<file path="src/rtl/quad_pkg.sv">
// Shared types for the command link: byte-level UART receive states and
// frame-level states (the frame type is reused by the response transmitter).
package quad_pkg;

  typedef enum logic [1:0] {
    IDLE  = 2'd0,
    START = 2'd1,
    DATA  = 2'd2,
    STOP  = 2'd3
  } byte_state_e;

  typedef enum logic [1:0] {
    CMD = 2'd0,
    DHI = 2'd1,
    DLO = 2'd2
  } frame_state_e;

  localparam int FRAME_BYTES = 3;

endpackage

</file>
<file path="src/rtl/uart_rx_byte.sv">
// 8N1 UART byte receiver: two-flop RX synchroniser, falling-edge start
// detect, half-bit start validation, LSB-first data sampling, stop check.
// Handshake: byte_vld_o is a 1-clk pulse with byte_o valid in the same clk;
// there is no back-pressure, the consumer must take it in that clk.
module uart_rx_byte
  import quad_pkg::*;
#(
  parameter int BAUD_DIV = 2604
) (
  input  logic        clk_i,
  input  logic        rst_i,
  input  logic        rx_i,
  output logic [7:0]  byte_o,
  output logic        byte_vld_o,
  output logic        frm_err_o,
  output logic        rx_fall_o,
  output byte_state_e state_o
);

  if (BAUD_DIV < 16 || BAUD_DIV > 65535) begin : g_bad_baud
    $error("BAUD_DIV out of range 16..65535");
  end

  localparam logic [15:0] BIT_LAST  = 16'(BAUD_DIV - 1);
  localparam logic [15:0] HALF_LAST = 16'(BAUD_DIV / 2 - 1);

  logic        rx_s1_q, rx_s2_q, rx_prev_q;
  byte_state_e state_q, state_d;
  logic [15:0] timer_q;
  logic [3:0]  idx_q;
  logic [7:0]  shift_q;
  logic        rx_fall;
  logic        tick;

  assign rx_fall   = rx_prev_q & ~rx_s2_q;
  assign rx_fall_o = rx_fall;
  assign byte_o    = shift_q;
  assign state_o   = state_q;

  // Synchroniser and edge-detect flops, preset high so reset release is not a start bit
  always_ff @(posedge clk_i) begin
    if (rst_i) begin
      rx_s1_q   <= 1'b1;
      rx_s2_q   <= 1'b1;
      rx_prev_q <= 1'b1;
    end else begin
      rx_s1_q   <= rx_i;
      rx_s2_q   <= rx_s1_q;
      rx_prev_q <= rx_s2_q;
    end
  end

  // Sample strobe: half a bit in START, a full bit in DATA and STOP
  always_comb begin
    tick = 1'b0;
    case (state_q)
      START:       tick = (timer_q == HALF_LAST);
      DATA, STOP:  tick = (timer_q == BIT_LAST);
      default:     tick = 1'b0;
    endcase
  end

  // Byte FSM state register
  always_ff @(posedge clk_i) begin
    if (rst_i) state_q <= IDLE;
    else       state_q <= state_d;
  end

  // Byte FSM next state
  always_comb begin
    state_d = state_q;
    case (state_q)
      IDLE:    if (rx_fall) state_d = START;
      START:   if (tick) state_d = rx_s2_q ? IDLE : DATA;
      DATA:    if (tick && idx_q == 4'd7) state_d = STOP;
      STOP:    if (tick) state_d = IDLE;
      default: state_d = IDLE;
    endcase
  end

  // Byte FSM outputs: stop-bit verdict pulses
  always_comb begin
    byte_vld_o = 1'b0;
    frm_err_o  = 1'b0;
    if (state_q == STOP && tick) begin
      byte_vld_o = rx_s2_q;
      frm_err_o  = ~rx_s2_q;
    end
  end

  // Bit timer, bit index and shift register
  always_ff @(posedge clk_i) begin
    if (rst_i) begin
      timer_q <= 16'd0;
      idx_q   <= 4'd0;
      shift_q <= 8'h00;
    end else begin
      if (state_q == IDLE || tick) timer_q <= 16'd0;
      else                         timer_q <= timer_q + 16'd1;
      if (state_q == START)             idx_q <= 4'd0;
      else if (state_q == DATA && tick) idx_q <= idx_q + 4'd1;
      if (state_q == DATA && tick) shift_q <= {rx_s2_q, shift_q[7:1]};
    end
  end

endmodule

</file>
<file path="src/rtl/cmd_frame_rcvr.sv">
// Command frame receiver: assembles {cmd, data_hi, data_lo} from UART bytes
// and presents cmd/data with a cmd_rdy level flag.
// Optional build macro FRAME_TIMEOUT_EN: drops a partial frame after
// TIMEOUT_CLKS idle clocks between bytes.
module cmd_frame_rcvr
  import quad_pkg::*;
#(
  parameter int BAUD_DIV     = 2604,
  parameter int TIMEOUT_CLKS = 65536
) (
  input  logic        clk,
  input  logic        rst,
  input  logic        RX,
  input  logic        clr_cmd_rdy,
  output logic [7:0]  cmd,
  output logic [15:0] data,
  output logic        cmd_rdy,
  output logic        frm_err,
  output logic        ovr_err
);

  if (TIMEOUT_CLKS < 1 || TIMEOUT_CLKS > 131071 || FRAME_BYTES != 3) begin : g_bad_cfg
    $error("TIMEOUT_CLKS out of 17-bit range or unexpected frame length");
  end

  logic [7:0]   rx_byte;
  logic         byte_vld;
  logic         rx_fall;
  byte_state_e  byte_st;
  frame_state_e fst_q, fst_d;
  logic         timeout;
  logic         cap_cmd, cap_hi, complete;
  logic [7:0]   cmd_sh_q, dhi_sh_q;
  logic [7:0]   cmd_q, cmd_d;
  logic [15:0]  data_q, data_d;
  logic         rdy_q, rdy_d;
  logic         ovr_q, ovr_d;

  uart_rx_byte #(.BAUD_DIV(BAUD_DIV)) u_rx (
    .clk_i      (clk),
    .rst_i      (rst),
    .rx_i       (RX),
    .byte_o     (rx_byte),
    .byte_vld_o (byte_vld),
    .frm_err_o  (frm_err),
    .rx_fall_o  (rx_fall),
    .state_o    (byte_st)
  );

`ifdef FRAME_TIMEOUT_EN
  logic [16:0] gap_q;

  // Inter-byte gap counter: runs mid-frame while the line is idle
  always_ff @(posedge clk) begin
    if (rst || fst_q == CMD || rx_fall) gap_q <= 17'd0;
    else if (byte_st == IDLE)           gap_q <= gap_q + 17'd1;
  end

  assign timeout = (gap_q == 17'(TIMEOUT_CLKS));
`else
  logic unused_dbg;
  assign unused_dbg = rx_fall ^ (byte_st == IDLE);
  assign timeout    = 1'b0;
`endif

  // Frame FSM state register
  always_ff @(posedge clk) begin
    if (rst) fst_q <= CMD;
    else     fst_q <= fst_d;
  end

  // Frame FSM next state: errors and timeouts restart the frame
  always_comb begin
    fst_d = fst_q;
    if (frm_err || timeout) fst_d = CMD;
    else if (byte_vld) begin
      case (fst_q)
        CMD:     fst_d = DHI;
        DHI:     fst_d = DLO;
        DLO:     fst_d = CMD;
        default: fst_d = CMD;
      endcase
    end
  end

  // Frame FSM outputs: which register takes the incoming byte
  always_comb begin
    cap_cmd  = byte_vld && fst_q == CMD;
    cap_hi   = byte_vld && fst_q == DHI;
    complete = byte_vld && fst_q == DLO;
  end

  // Output next-state: completion beats a same-clk clear
  always_comb begin
    cmd_d  = cmd_q;
    data_d = data_q;
    rdy_d  = rdy_q;
    ovr_d  = 1'b0;
    if (complete) begin
      cmd_d  = cmd_sh_q;
      data_d = {dhi_sh_q, rx_byte};
      rdy_d  = 1'b1;
      ovr_d  = rdy_q & ~clr_cmd_rdy;
    end else if (clr_cmd_rdy) begin
      rdy_d = 1'b0;
    end
  end

  // Shadow and output registers
  always_ff @(posedge clk) begin
    if (rst) begin
      cmd_sh_q <= 8'h00;
      dhi_sh_q <= 8'h00;
      cmd_q    <= 8'h00;
      data_q   <= 16'h0000;
      rdy_q    <= 1'b0;
      ovr_q    <= 1'b0;
    end else begin
      if (cap_cmd) cmd_sh_q <= rx_byte;
      if (cap_hi)  dhi_sh_q <= rx_byte;
      cmd_q  <= cmd_d;
      data_q <= data_d;
      rdy_q  <= rdy_d;
      ovr_q  <= ovr_d;
    end
  end

  assign cmd     = cmd_q;
  assign data    = data_q;
  assign cmd_rdy = rdy_q;
  assign ovr_err = ovr_q;

endmodule

</file>
<file path="config.mk">
export PLATFORM = sky130hd
export DESIGN_NAME = cmd_frame_rcvr
export DESIGN_NICKNAME = d
export VERILOG_FILES = /design/src/rtl/quad_pkg.sv /design/src/rtl/uart_rx_byte.sv /design/src/rtl/cmd_frame_rcvr.sv
export SDC_FILE = /design/constraint.sdc
export NUM_CORES = 1
export LEC_CHECK = 0
export ABC_AREA = 0
export BUFFER_PORTS_ARGS = -buffer_cell sky130_fd_sc_hd__buf_2
export CORE_AREA = 2 2 99 72
export CTS_CLUSTER_DIAMETER = 30
export DETAILED_ROUTE_END_ITERATION = 12
export DIE_AREA = 0 0 101 74
export PLACE_DENSITY = 0.79
export REMOVE_ABC_BUFFERS = 1
export SYNTH_ARGS = -nofsm -noshare
export SYNTH_HDL_FRONTEND = slang
export SYNTH_SLANG_ARGS = --single-unit
</file>
<file path="constraint.sdc">
create_clock -name clk -period 2.36 [get_ports clk]
set_input_delay 0.236 -clock clk [delete_from_list [all_inputs] [get_ports clk]]
set_output_delay 0.236 -clock clk [all_outputs]
set_load 0.02 [all_outputs]
</file>
; Yosys cells after proc, flatten, opt, wreduce, memory -nomap -nowiden
; Index checks and enable logic that the tools add are counted.
[op_classes]
add_sub_neg = 2
n_eq_ne = 12
n_mux = 12
bitwise = 5
reduce_logical = 16
[ops]
columns = op, n
row1 = adder 16 x 1 -> 16 bit (second input constant), 1
row2 = == test 16 x 11 -> 1 bit (second input constant), 1
row3 = == test 16 x 12 -> 1 bit (second input constant), 1
row4 = 2-to-1 mux 2 bit, 5
row5 = OR reduction 2 bit, 5
row6 = case mux 2 bit (4 select lines), 1
row7 = == test 2 bit (second input constant), 3
row8 = logical AND 1 bit, 6
row9 = inequality test 2 x 1 -> 1 bit (second input constant), 3
row10 = adder 4 x 1 -> 4 bit (second input constant), 1
row11 = == test 2 x 1 -> 1 bit (second input constant), 2
row12 = == test 4 x 3 -> 1 bit (second input constant), 1
row13 = logical NOT 2 bit, 2
row14 = 2-to-1 mux 1 bit, 4
row15 = case mux 2 bit (2 select lines), 1
row16 = AND reduction 4 bit, 1
row17 = inverter 1 bit, 3
row18 = AND 1 bit, 2
row19 = inequality test 2 bit (second input constant), 1
row20 = case mux 1 bit (2 select lines), 1
row21 = nonzero test 2 bit, 1
row22 = logical OR 1 bit, 1
[totals]
register_bits = 77
input_bits = 4
elab_cells = 61

; Logic depth before layout (Yosys ltp)
[logic_depth]
ltp_word = 8
ltp_mapped = 7
depth_no_buf = 5

; Hierarchy
; A second synthesis with hierarchy kept.
[unflattened]
cells_unflattened = 319
area_unflattened_um2 = 3296.9
[by_module_without_submodules]
columns = mod, instances, cells_per_inst, area_per_inst_um2, seq_area_each_um2
row1 = cmd_frame_rcvr, 1, 155, 1741.7, 880.8
row2 = uart_rx_byte, 1, 164, 1555.2, 660.6

; Least setup slack after synthesis
; Ideal clock, no wire load.
[synth_path]
kind = flip-flop to output port
start = register (tool-made name)
end = output frm_err
t_arrival_ps = 1834
required_ps = 2124
setup_slack_ps = 290
path_stages_with_launch = 5
n_path_buf = 0
cell_sequence = dfxtp_1 -> nor4b_2 -> mux2i_2 -> or2_2 -> nor4_1
[synth_rtl]
columns = element, line
row1 = end: declaration, cmd_frame_rcvr.sv:18  ; output logic frm_err,

==> flow_metrics.env <==
export IMPL_status="finished clean"
export IMPL_clock_power_share=0.432
export IMPL_yosysWarnings=0
export IMPL_leakagePower_nw=1.53
export IMPL_numPortBuffers=30
export IMPL_p_total_w=0.00237
export IMPL_start_util=0.482
export IMPL_ios=31
export IMPL_drc=0
export IMPL_synth_most_common_cell="dfxtp_1"
export IMPL_synth_area_leader_cell="dfxtp_1"
export IMPL_hold_ws_ps=64.7
export IMPL_synth_cell_types=44
export IMPL_min_to="u_rx.rx_s1_q$_SDFF_PP1_"
export IMPL_post_drt_wl_per_cell_um=14.6
export IMPL_design_die_area_um2=7470
export IMPL_async_flop_share=0
export IMPL_path_class="flip-flop to output port"
export IMPL_seqPwrFrac=0.552
export IMPL_min_from="RX"
export IMPL_ys_seq_elements=77
export IMPL_finalCritPeriodShare=0.949
export IMPL_num_rows=25
export IMPL_clk_path_buf_depth=2
export IMPL_maxSlewHeadroom=0.613
export IMPL_ys_top_cells_by_count="dfxtp_1, nor2_1, mux2i_1"
export IMPL_dieHeight_um=74
export IMPL_path_max_fanout=10
export IMPL_synth_area_leaders="dfxtp_1, mux2i_1, nor2_1, xor2_1, nand3_1"
export IMPL_p_per_area_nw_per_um2=645
export IMPL_dr_first_iter_drc_count=168
export IMPL_routed_wl_um=6490
export IMPL_skew_ps=11.6
export IMPL_r2r_slack_ps=180
export IMPL_dpl_cell_area_um2=3420
export IMPL_synth_edf_count=0
export IMPL_synthCells=323
export IMPL_clk_latency_ps=360
export IMPL_vdd_ir_drop_max_uv=361
export IMPL_fin_crit_ps=2240
export IMPL_grt_pass1_vias=2245
export IMPL_post_route_util=0.558
export IMPL_reg2reg_to="cmd[6]$_SDFFE_PP0P_"
export IMPL_worst_endpoint_required_ps=2120
export IMPL_p_sw_frac=0.223
export IMPL_fmax_mhz=447
export IMPL_seq_area_frac_synth=0.487
export IMPL_cts_buffers=9
export IMPL_avgViaCountPerCell=5.34
export IMPL_cts_tree="yes"
export IMPL_synth_top_flop_cell="dfxtp_1"
export IMPL_hold_depth=2
export IMPL_p_comb_frac=0.017
export IMPL_worst_r2r_cell_count=6
export IMPL_root_buffer="clkbuf_8"
export IMPL_crit_path_end_kind="output port"
export IMPL_hold_class="primary input to flip-flop"
export IMPL_first_pass_iters=4
export IMPL_cts_sinks=77
export IMPL_synth_top_area_frac=0.487
export IMPL_p_int_w=0.00184
export IMPL_maxCapViolCount=0
export IMPL_finalSetupViolCount=0
export IMPL_fin_area_um2=3670
export IMPL_hold_violations=0
export IMPL_vias=2377
export IMPL_core_area_um2=6570
export IMPL_fin_tns_setup_ps=0
export IMPL_overflow=0
export IMPL_grt_antenna_before_repair=0
export IMPL_start_kind="flip-flop"
export IMPL_grt_setup_unrepaired="true"
export IMPL_power_switching_w=0.000529
export IMPL_fin_nets=365
export IMPL_area_growth_syn_to_layout_pct=15.7
export IMPL_syn_area_um2=3170
export IMPL_grt_first_pass_wirelength_um=10700
export IMPL_drive_above_1_share=0.206
export IMPL_dp_hpwl_um=4370
export IMPL_fillers=569
export IMPL_syn_area_per_cell_um2=9.81
export IMPL_htree_levels=3
export IMPL_die_width_um=101
export IMPL_worstPathArrival_ps=2000
export IMPL_grt_start_max_net_pins=30
export IMPL_routabilityCongestion=0.864
export IMPL_path_clk_slew_ps=80
export IMPL_final_max_slew_viol_count=0
export IMPL_worst_pin_slew_ps=578
export IMPL_antenna_left=0
export IMPL_antenna_cells=0
export IMPL_grt_util_all_layers=0.187
[state kept, by name, indices dropped and copies added, names as in the netlist, named ones only]
signal	flops
u_rx.byte_o	8
cmd_rdy	1
u_rx.state_o	1
data	16
u_rx.idx_q	4
u_rx.rx_prev_q	1
u_rx.timer_q	16
u_rx.rx_s1_q	1
u_rx.rx_s2_q	1
cmd_sh_q	8
fst_q	2
cmd	8
dhi_sh_q	8
ovr_err	1
[metrics by stage]
stage / std cells / worst slack, ps
finish: 445 / 122
global route: 445 / -3.53
CTS: 444 / 9.50
detailed placement: 428 / 89.5
global placement: 428 / 189
floorplan: 308 / -363
[power groups by stage]
stage	combinational (W)	clock (W)	sequential (W)
2_1_floorplan	0.0000110	0	0.00134
3_3_place_gp	0.0000376	0	0.00134
3_5_place_dp	0.0000382	0	0.00134
4_1_cts	0.0000384	0.00104	0.00131
5_1_grt	0.0000432	0.00110	0.00131
6_report	0.0000392	0.00102	0.00131
[metal layers]
layer,vias to the layer above,share of wire,global-route usage
met5,-,0,0
met4,0,0.020,0.0946
met3,12,0.044,0.0461
met2,56,0.45,0.280
met1,1119,0.48,0.255
li1,1190,-,-
[critical path, cell delays in order, from the launching register on]
cell and delay (ps):
dfxtp_2 380, and4bb_2 340, o2111ai_2 150, or2_2 360, nor4_4 240, buf_4 180
[logic make-up (layout without fill, tap and decap cells)]
group,count (synthesis),count (layout),share of synthesized area
AOI/OAI and AO/OA,12,12,0.0249
buffers and inverters,17,58,0.0288
adders and majority gates,2,2,0.00790
xor gates and xnor gates,15,15,0.0415
DFF,77,77,0.487
muxes,53,53,0.169
and+or+nand+nor,147,147,0.241
[cell usage in the layout, fill, tap and decap left out, types with 6 or more instances in the layout]
cell / n
mux2i_1: 50
nand2_1: 11
nor3_1: 6
nor2_1: 72
xnor2_1: 6
xor2_1: 9
buf_4: 11
clkbuf_8: 10
nand3_1: 13
dfxtp_1: 76
nand2b_1: 6
buf_2: 29
[what timing repair did]
action / in CTS / in global routing
setup buffers: 0 / 1
setup endpoints to repair: 1 / 1
hold buffers: 0 / 0
gates resized for setup: 5 / 2
pin swaps: 0 / 3
[how the worst max path moves through the flow]
stage | start | endpoint
after floorplan | flip-flop | cmd_sh_q[0]$_SDFFE_PP0P_
after global placement | flip-flop | cmd[3]$_SDFFE_PP0P_
after detailed placement | flip-flop | data[4]$_SDFFE_PP0P_
after CTS | u_rx.timer_q[12]$_SDFF_PP0_ | frm_err
after global routing | u_rx.timer_q[15]$_SDFF_PP0_ | frm_err
final | flip-flop | frm_err
[cell type report]
class                      instances  area (µm²)  share of cell area
clock inverter                     6        70.1              0.0191
inverter                           2        7.51             0.00205
clock buffer                      10         138              0.0375
sequential                        77        1540               0.421
multi-input combinational        229        1580               0.431
tap                               81         101              0.0276
timing repair buffer              40         228              0.0621
Power figures use the tool's default switching activity.
